===== src/rtl/voter_plus.sv =====
// Weighted vote tally: 32 normal, 8 VIP and 1 VVIP voters, votes latched per clock.
// Build option VOTE_TOGGLE_EN: each rising request edge toggles that voter's vote.
module voter_plus #(
    parameter int NP_W        = 32,
    parameter int VIP_W       = 8,
    parameter int NP_WEIGHT   = 1,
    parameter int VIP_WEIGHT  = 4,
    parameter int VVIP_WEIGHT = 16,
    parameter int RES_W       = 8
) (
    input  logic             clk,
    input  logic             reset,
    input  logic [NP_W-1:0]  np,
    input  logic [VIP_W-1:0] vip,
    input  logic             vvip,
    output logic [RES_W-1:0] result
);

    logic [NP_W-1:0]  np_q;
    logic [VIP_W-1:0] vip_q;
    logic             vvip_q;
    logic [RES_W-1:0] acc;

`ifdef VOTE_TOGGLE_EN
    logic [NP_W-1:0]  prev_np;
    logic [VIP_W-1:0] prev_vip;
    logic             prev_vvip;

    // A flag flips only on a 0->1 edge of its request, so a held request toggles once.
    always_ff @(posedge clk or negedge reset) begin
        if (!reset) begin
            np_q      <= '0;
            vip_q     <= '0;
            vvip_q    <= 1'b0;
            prev_np   <= '0;
            prev_vip  <= '0;
            prev_vvip <= 1'b0;
        end else begin
            np_q      <= np_q ^ (np & ~prev_np);
            vip_q     <= vip_q ^ (vip & ~prev_vip);
            vvip_q    <= vvip_q ^ (vvip & ~prev_vvip);
            prev_np   <= np;
            prev_vip  <= vip;
            prev_vvip <= vvip;
        end
    end
`else
    always_ff @(posedge clk or negedge reset) begin
        if (!reset) begin
            np_q   <= '0;
            vip_q  <= '0;
            vvip_q <= 1'b0;
        end else begin
            np_q   <= np_q | np;
            vip_q  <= vip_q | vip;
            vvip_q <= vvip_q | vvip;
        end
    end
`endif

    // Tally depends on the latched flags only, never on the raw request lines.
    always_comb begin
        acc = '0;
        for (int unsigned i = 0; i < NP_W; i++) begin
            if (np_q[i]) acc = acc + RES_W'(NP_WEIGHT);
        end
        for (int unsigned j = 0; j < VIP_W; j++) begin
            if (vip_q[j]) acc = acc + RES_W'(VIP_WEIGHT);
        end
        if (vvip_q) acc = acc + RES_W'(VVIP_WEIGHT);
        result = acc;
    end

endmodule


===== config.mk =====
export PLATFORM = sky130hd
export DESIGN_NAME = voter_plus
export DESIGN_NICKNAME = d
export VERILOG_FILES = /design/src/rtl/voter_plus.sv
export SDC_FILE = /design/constraint.sdc
export NUM_CORES = 1
export LEC_CHECK = 0
export CAP_MARGIN = 20
export CORE_MARGIN = 2
export CORE_UTILIZATION = 63
export DETAILED_ROUTE_END_ITERATION = 8
export PLACE_DENSITY = 0.83
export SLEW_MARGIN = 5
export SYNTH_ARGS = -nofsm -noshare
export SYNTH_HDL_FRONTEND = slang
export SYNTH_SLANG_ARGS = --single-unit

===== constraint.sdc =====
create_clock -name clk -period 61.6 [get_ports clk]
set_clock_uncertainty 0.05 [all_clocks]
set_input_delay 12.32 -clock clk [delete_from_list [all_inputs] [get_ports clk]]
set_output_delay 12.32 -clock clk [all_outputs]
set_load 0.01 [all_outputs]

### Yosys cells after proc, flatten, opt, wreduce, memory -nomap -nowiden

Index checks and enable logic that the tools add are counted.
Widths: inputs -> output; s select.

* bits of input ports: 43
* bits in read-only memories: 0
* flip-flop bits (word level): 41
* output and inout port bits: 8
* logic and storage cells: 87
* memories: 0
* bits in latches: 0
* RAM bits: 0

* eq/ne operators: 0
* add/subtract/negate cells: 40
* divide/modulo/power cells: 0
* bitwise operators: 3
* multiply operators: 0
* reductions and logical operators: 0
* shifts and indexed selects: 0
* $lt $le $gt $ge: 0
* mux-type cells: 41

Operators with widths (count)
* $mux 8: 39
* $add 8x1->8 const B: 30
* $add 8x3->8 const B: 8
* $or 32x32->32: 1
* $add 8x5->8 const B: 1
* $or 8x8->8: 1
* $add 1x1->2 const B: 1
* $mux 2: 1
* $mux 1: 1
* $or 1x1->1: 1

### Longest topological paths before layout

* depth after elaboration: 81
* depth in mapped cells: 115
* gate-level depth less buffers: 114

### Worst setup path before layout

No wires, ideal clock.

* path kind: flip-flop to output port
* start point: register np_q[0]
* end point: output result[6]
* required time: 49.230 ns
* data arrival time: 20.074 ns
* stages on the path, launching flop included: 115
* buffers on the path: 1
* path slack: 29.156 ns
* path through: dfrtp_1 inv_1 ha_1 buf_4 xor2_1 ha_1 and2_1 o21ai_0 o21ai_0 xnor2_1 a21oi_1 ha_1 a32oi_1 nand2_1 xnor2_1 mux2i_1 ha_1 o21ai_0 [... 79 more ...] mux2i_1 inv_1 ha_1 nand2_1 o21ai_0 ha_1 mux2_2 ha_1 nand2_1 xor2_1 xnor2_1 and4_1 xnor2_1 ha_1 nand2_1 xnor2_1 xnor2_1 xnor2_1

* cells in the longest elaborated chain, start to end: 81

Ends and longest elaborated chain
* start, declared: RTL line 19 `logic [NP_W-1:0] np_q;`
* start signal, assigned: RTL line 54 `np_q <= np_q | np;`
* $mux 1 *: RTL line 65 `if (np_q[i]) acc = acc + RES_W'(NP_WEIGHT);`
* $add 1x1->2: RTL line 65
* $mux 2 *: RTL line 65
* $add 8x1->8: RTL line 65
* $mux 8 *: RTL line 65
* $add 8x1->8: RTL line 65
* $mux 8 *: RTL line 65
* $add 8x1->8: RTL line 65
* [... 65 more ...]
* $add 8x3->8: RTL line 68 `if (vip_q[j]) acc = acc + RES_W'(VIP_WEIGHT);`
* $mux 8 *: RTL line 68
* $add 8x3->8: RTL line 68
* $mux 8 *: RTL line 68
* $add 8x3->8: RTL line 68
* $mux 8 *: RTL line 68
* $add 8x5->8: RTL line 70 `if (vvip_q) acc = acc + RES_W'(VVIP_WEIGHT);`
* $mux 8 *: RTL line 70
* end, declared: RTL line 16 `output logic [RES_W-1:0] result`

Mark *: on every way between the ends. The rest lies on a longest branch, timed or not.

### Worst setup path after layout

Ends and elaborated chain as after synthesis.

==> out/results.txt <==
status: finished clean
Worst EP arrival: 23590 ps
Hold Vio Cnt, Final: 0
Reg2Reg Launch Point: np_q[27]
Min Clock Period, post-route: 35960 ps
post-CTS setup buffers: 0
Max VDD drop: 9.507 uV
final worst slack: 25640 ps
Starting Density: 0.6498
final non-filler cell area: 0.009812 sq mm
min-delay src: np_q[1]
RSZ-0062 raised after global routing: false
crit path launch type: flop
CTS-repair resized insts: 0
worst-skew pair later-pin latency: 300 ps
setup TNS: 0 ps
DR pass1 iterations: 5
DP Area: 0.009594 sq mm
Antenna Nets Post-Route: 0
HP Class: reg2reg
vias post-DR: 7934
Slew Limit Fails: 0
filler instances: 1101
grt total ovfl: 0
die height: 123.9 microns
Cells after Synth: 1137
largest net degree at the start of global routing: 42
die width: 123.9 microns
post-placement worst setup slack: 26100 ps
number of global-route vias before repair: 7046
Slew headroom: 0.3150
worst path required time: 49230 ps
CTS Buf Count: 5
final setup violating endpoints: 0
Cell Area, Synth: 0.009055 sq mm
PnR Total Power: 0.00006603 W
DR WL/cell: 14.24 microns
GPL Wtd Cong: 0.9460
Worst path most repeated cell: ha_1
Synth Net Count: 1222
Least-Margin Pin Slew: 1021 ps
clock-pin slew on the worst setup and hold paths: 70 ps
Synth cell types: 96
CTS hold repair buffers: 0
CTS Buffer Depth: 2
clock sinks: 41
Max FO, Critical Path: 10
area growth from synthesis to layout: 8.360%
CTS tree: built
Seq/Total Area, Yosys: 0.1133
number of synthesized flops with an enable pin: 0
FF-to-FF End: np_q[27]
pwr dens: 6.730 mW/mm^2
most frequently used flop master after synthesis: dfrtp_1
nets: 1234
reg2reg path depth: 1
fin crit share: 0.5837
FF+latch count, synth: 41
crit end category: primary output
Antenna Cells: 0
drt drc: 0
CTS Root Cell: clkbuf_16
syn_area_per_cell: 7.964 sq um
max-cap violations: 0
Non-Filler Instances: 1330
layout cells sized above 1: 0.1017
Async SR Flop Fraction: 1.000
GR Util All Layers: 0.2547
synth warn: 0
critical setup path kind: reg2out
HPWL Detailed: 14790 microns
r2r setup slk: 60490 ps
H-tree depth: 2
Ports: 51
post-placement cell count: 1320
# port buffers: 50
CORE AREA: 0.01393 sq mm
vias per std cell: 5.965
leakage: 4.117 nW
initial antenna violation count: 0
Site Rows: 43
first-pass GRT wire length: 32220 microns
Fmax achieved: 0.02781 GHz
Die ar.: 0.01535 sq mm
Worst path max stage delay: 740 ps
worst hold stages: 1
Hold Path End: np_q[1]
aggregate routed wire length: 18940 microns
1st-iter DRT viols: 572
Slowest-stage cell, CP: a2111oi_0
## per-layer routing
layer / track usage / part of all wire / wire [microns]
met1: 0.3617 / 0.49 / 9371
met2: 0.4080 / 0.45 / 8512
met3: 0.03022 / 0.037 / 692
met4: 0.07102 / 0.019 / 362
met5: 0 / 0 / 0
## cells in the mapped netlist (all sizes together), types with 6 or more instances
cell type  instances  area (sq um)
a21oi             50         250.2
or2               54         337.8
or3                8         50.05
o21ai             48         240.2
mux2i             28         292.8
ha                42         525.5
and2              18         112.6
dfrtp             41          1026
nand2b            16         100.1
buf               11         53.80
nor4               9         56.30
xnor3             35         797.0
o311ai             6         52.55
o21a               7         52.55
xnor2            135          1287
and3              13         86.33
o211ai            14         105.1
a211oi             7         57.55
nor2              89         344.1
inv               53         198.9
xor2              55         598.1
nand2            117         439.2
nand4             16         106.4
nand3             31         155.2
clkbuf            36         135.1
o22ai             11         87.59
mux2              11         123.9
nand3b             7         52.55
nor3              28         140.1
o31ai              7         57.55
nor2b             19         118.9
a31oi              9         71.32
nor3b             12         90.09
## stage by stage
stage,hold WS [ps],utilization
3_5_place_dp,475.0,0.6885
5_1_grt,503.2,0.7041
3_3_place_gp,459.3,0.6885
2_1_floorplan,444.4,-
4_1_cts,490.7,0.7022
6_report,486.3,0.7041
## state kept, by name (all words and copies together), names as in the netlist
register	flops
np_q	32
vip_q	8
vvip_q	1
## final cells by class
type,instances,area [sq um],area share
clock inverter,3,65.06,0.006631
inverter,53,198.9,0.02028
sequential,41,1026,0.1046
clock buffer,5,125.1,0.01275
multi-input combinational,996,7649,0.7795
tap,180,225.2,0.02295
timing repair buffer,52,523.0,0.05330
## how the worst max path moves through the flow
stage / slack (ps) / startpoint / to
4_1_cts: 25710 / np_q[0] / result[6]
6_report: 25640 / np_q[0] / result[6]
5_1_grt: 23550 / np_q[0] / result[6]
3_5_place_dp: 26100 / np_q[0] / result[6]
2_1_floorplan: 29160 / np_q[0] / result[6]
3_3_place_gp: 26600 / np_q[0] / result[6]
## worst max-delay path: cells and delay by family, from the launching register on
kind / cells / cell delay [ps]
compound gates: 26 / 5440
xor+xnor: 20 / 3860
fa+ha+maj: 25 / 7580
buf+inv: 7 / 1020
flops: 1 / 390
mux: 7 / 1600
simple gates: 29 / 3420
## logic make-up after synthesis
group           Yosys count  share of synthesized area
simple gates            462                     0.2661
xor+xnor                226                     0.2989
compound gates          224                     0.1715
buf+inv                 100                    0.04284
fa+ha+maj                45                    0.06135
flops                    41                     0.1133
mux                      39                    0.04601
## where the power goes
group	total, W	switching, W	internal, W
Sequential	0.0000269	0.000000000000000000180	0.0000269
Combinational	0.00000322	0.000000838	0.00000238
Clock	0.0000359	0.0000127	0.0000232
Total	0.0000660	0.0000135	0.0000525
## placed cells by master, fill, tap and decap left out, types with 5 or more instances in the layout
master | synthesis | final
xnor3_2 | 7 | 7
a21oi_1 | 50 | 50
o211ai_1 | 14 | 14
and3b_1 | 5 | 5
nor3_1 | 28 | 28
inv_1 | 51 | 51
o31ai_1 | 6 | 6
or2_2 | 51 | 51
a31oi_1 | 8 | 8
xor2_4 | 5 | 5
and2_1 | 18 | 18
nor2_1 | 87 | 87
or3_1 | 8 | 8
nand2_1 | 117 | 117
and3_1 | 12 | 12
nand4_1 | 15 | 15
xnor3_1 | 28 | 28
xnor2_1 | 124 | 124
nor3b_1 | 12 | 12
o22ai_1 | 8 | 8
dfrtp_1 | 41 | 41
o21a_1 | 7 | 7
nand2b_1 | 16 | 16
mux2_2 | 8 | 8
a221o_1 | 5 | 5
nor2b_1 | 19 | 19
a211oi_1 | 6 | 6
o21ai_0 | 45 | 45
nand3_1 | 31 | 31
ha_1 | 42 | 42
clkbuf_16 | 0 | 5
mux2i_1 | 27 | 27
xnor2_2 | 9 | 9
xor2_1 | 47 | 47
nor4_1 | 9 | 9
nand3b_1 | 7 | 7
clkdlybuf4s50_1 | 0 | 49
No activity file was read; power rests on OpenSTA's default activity.
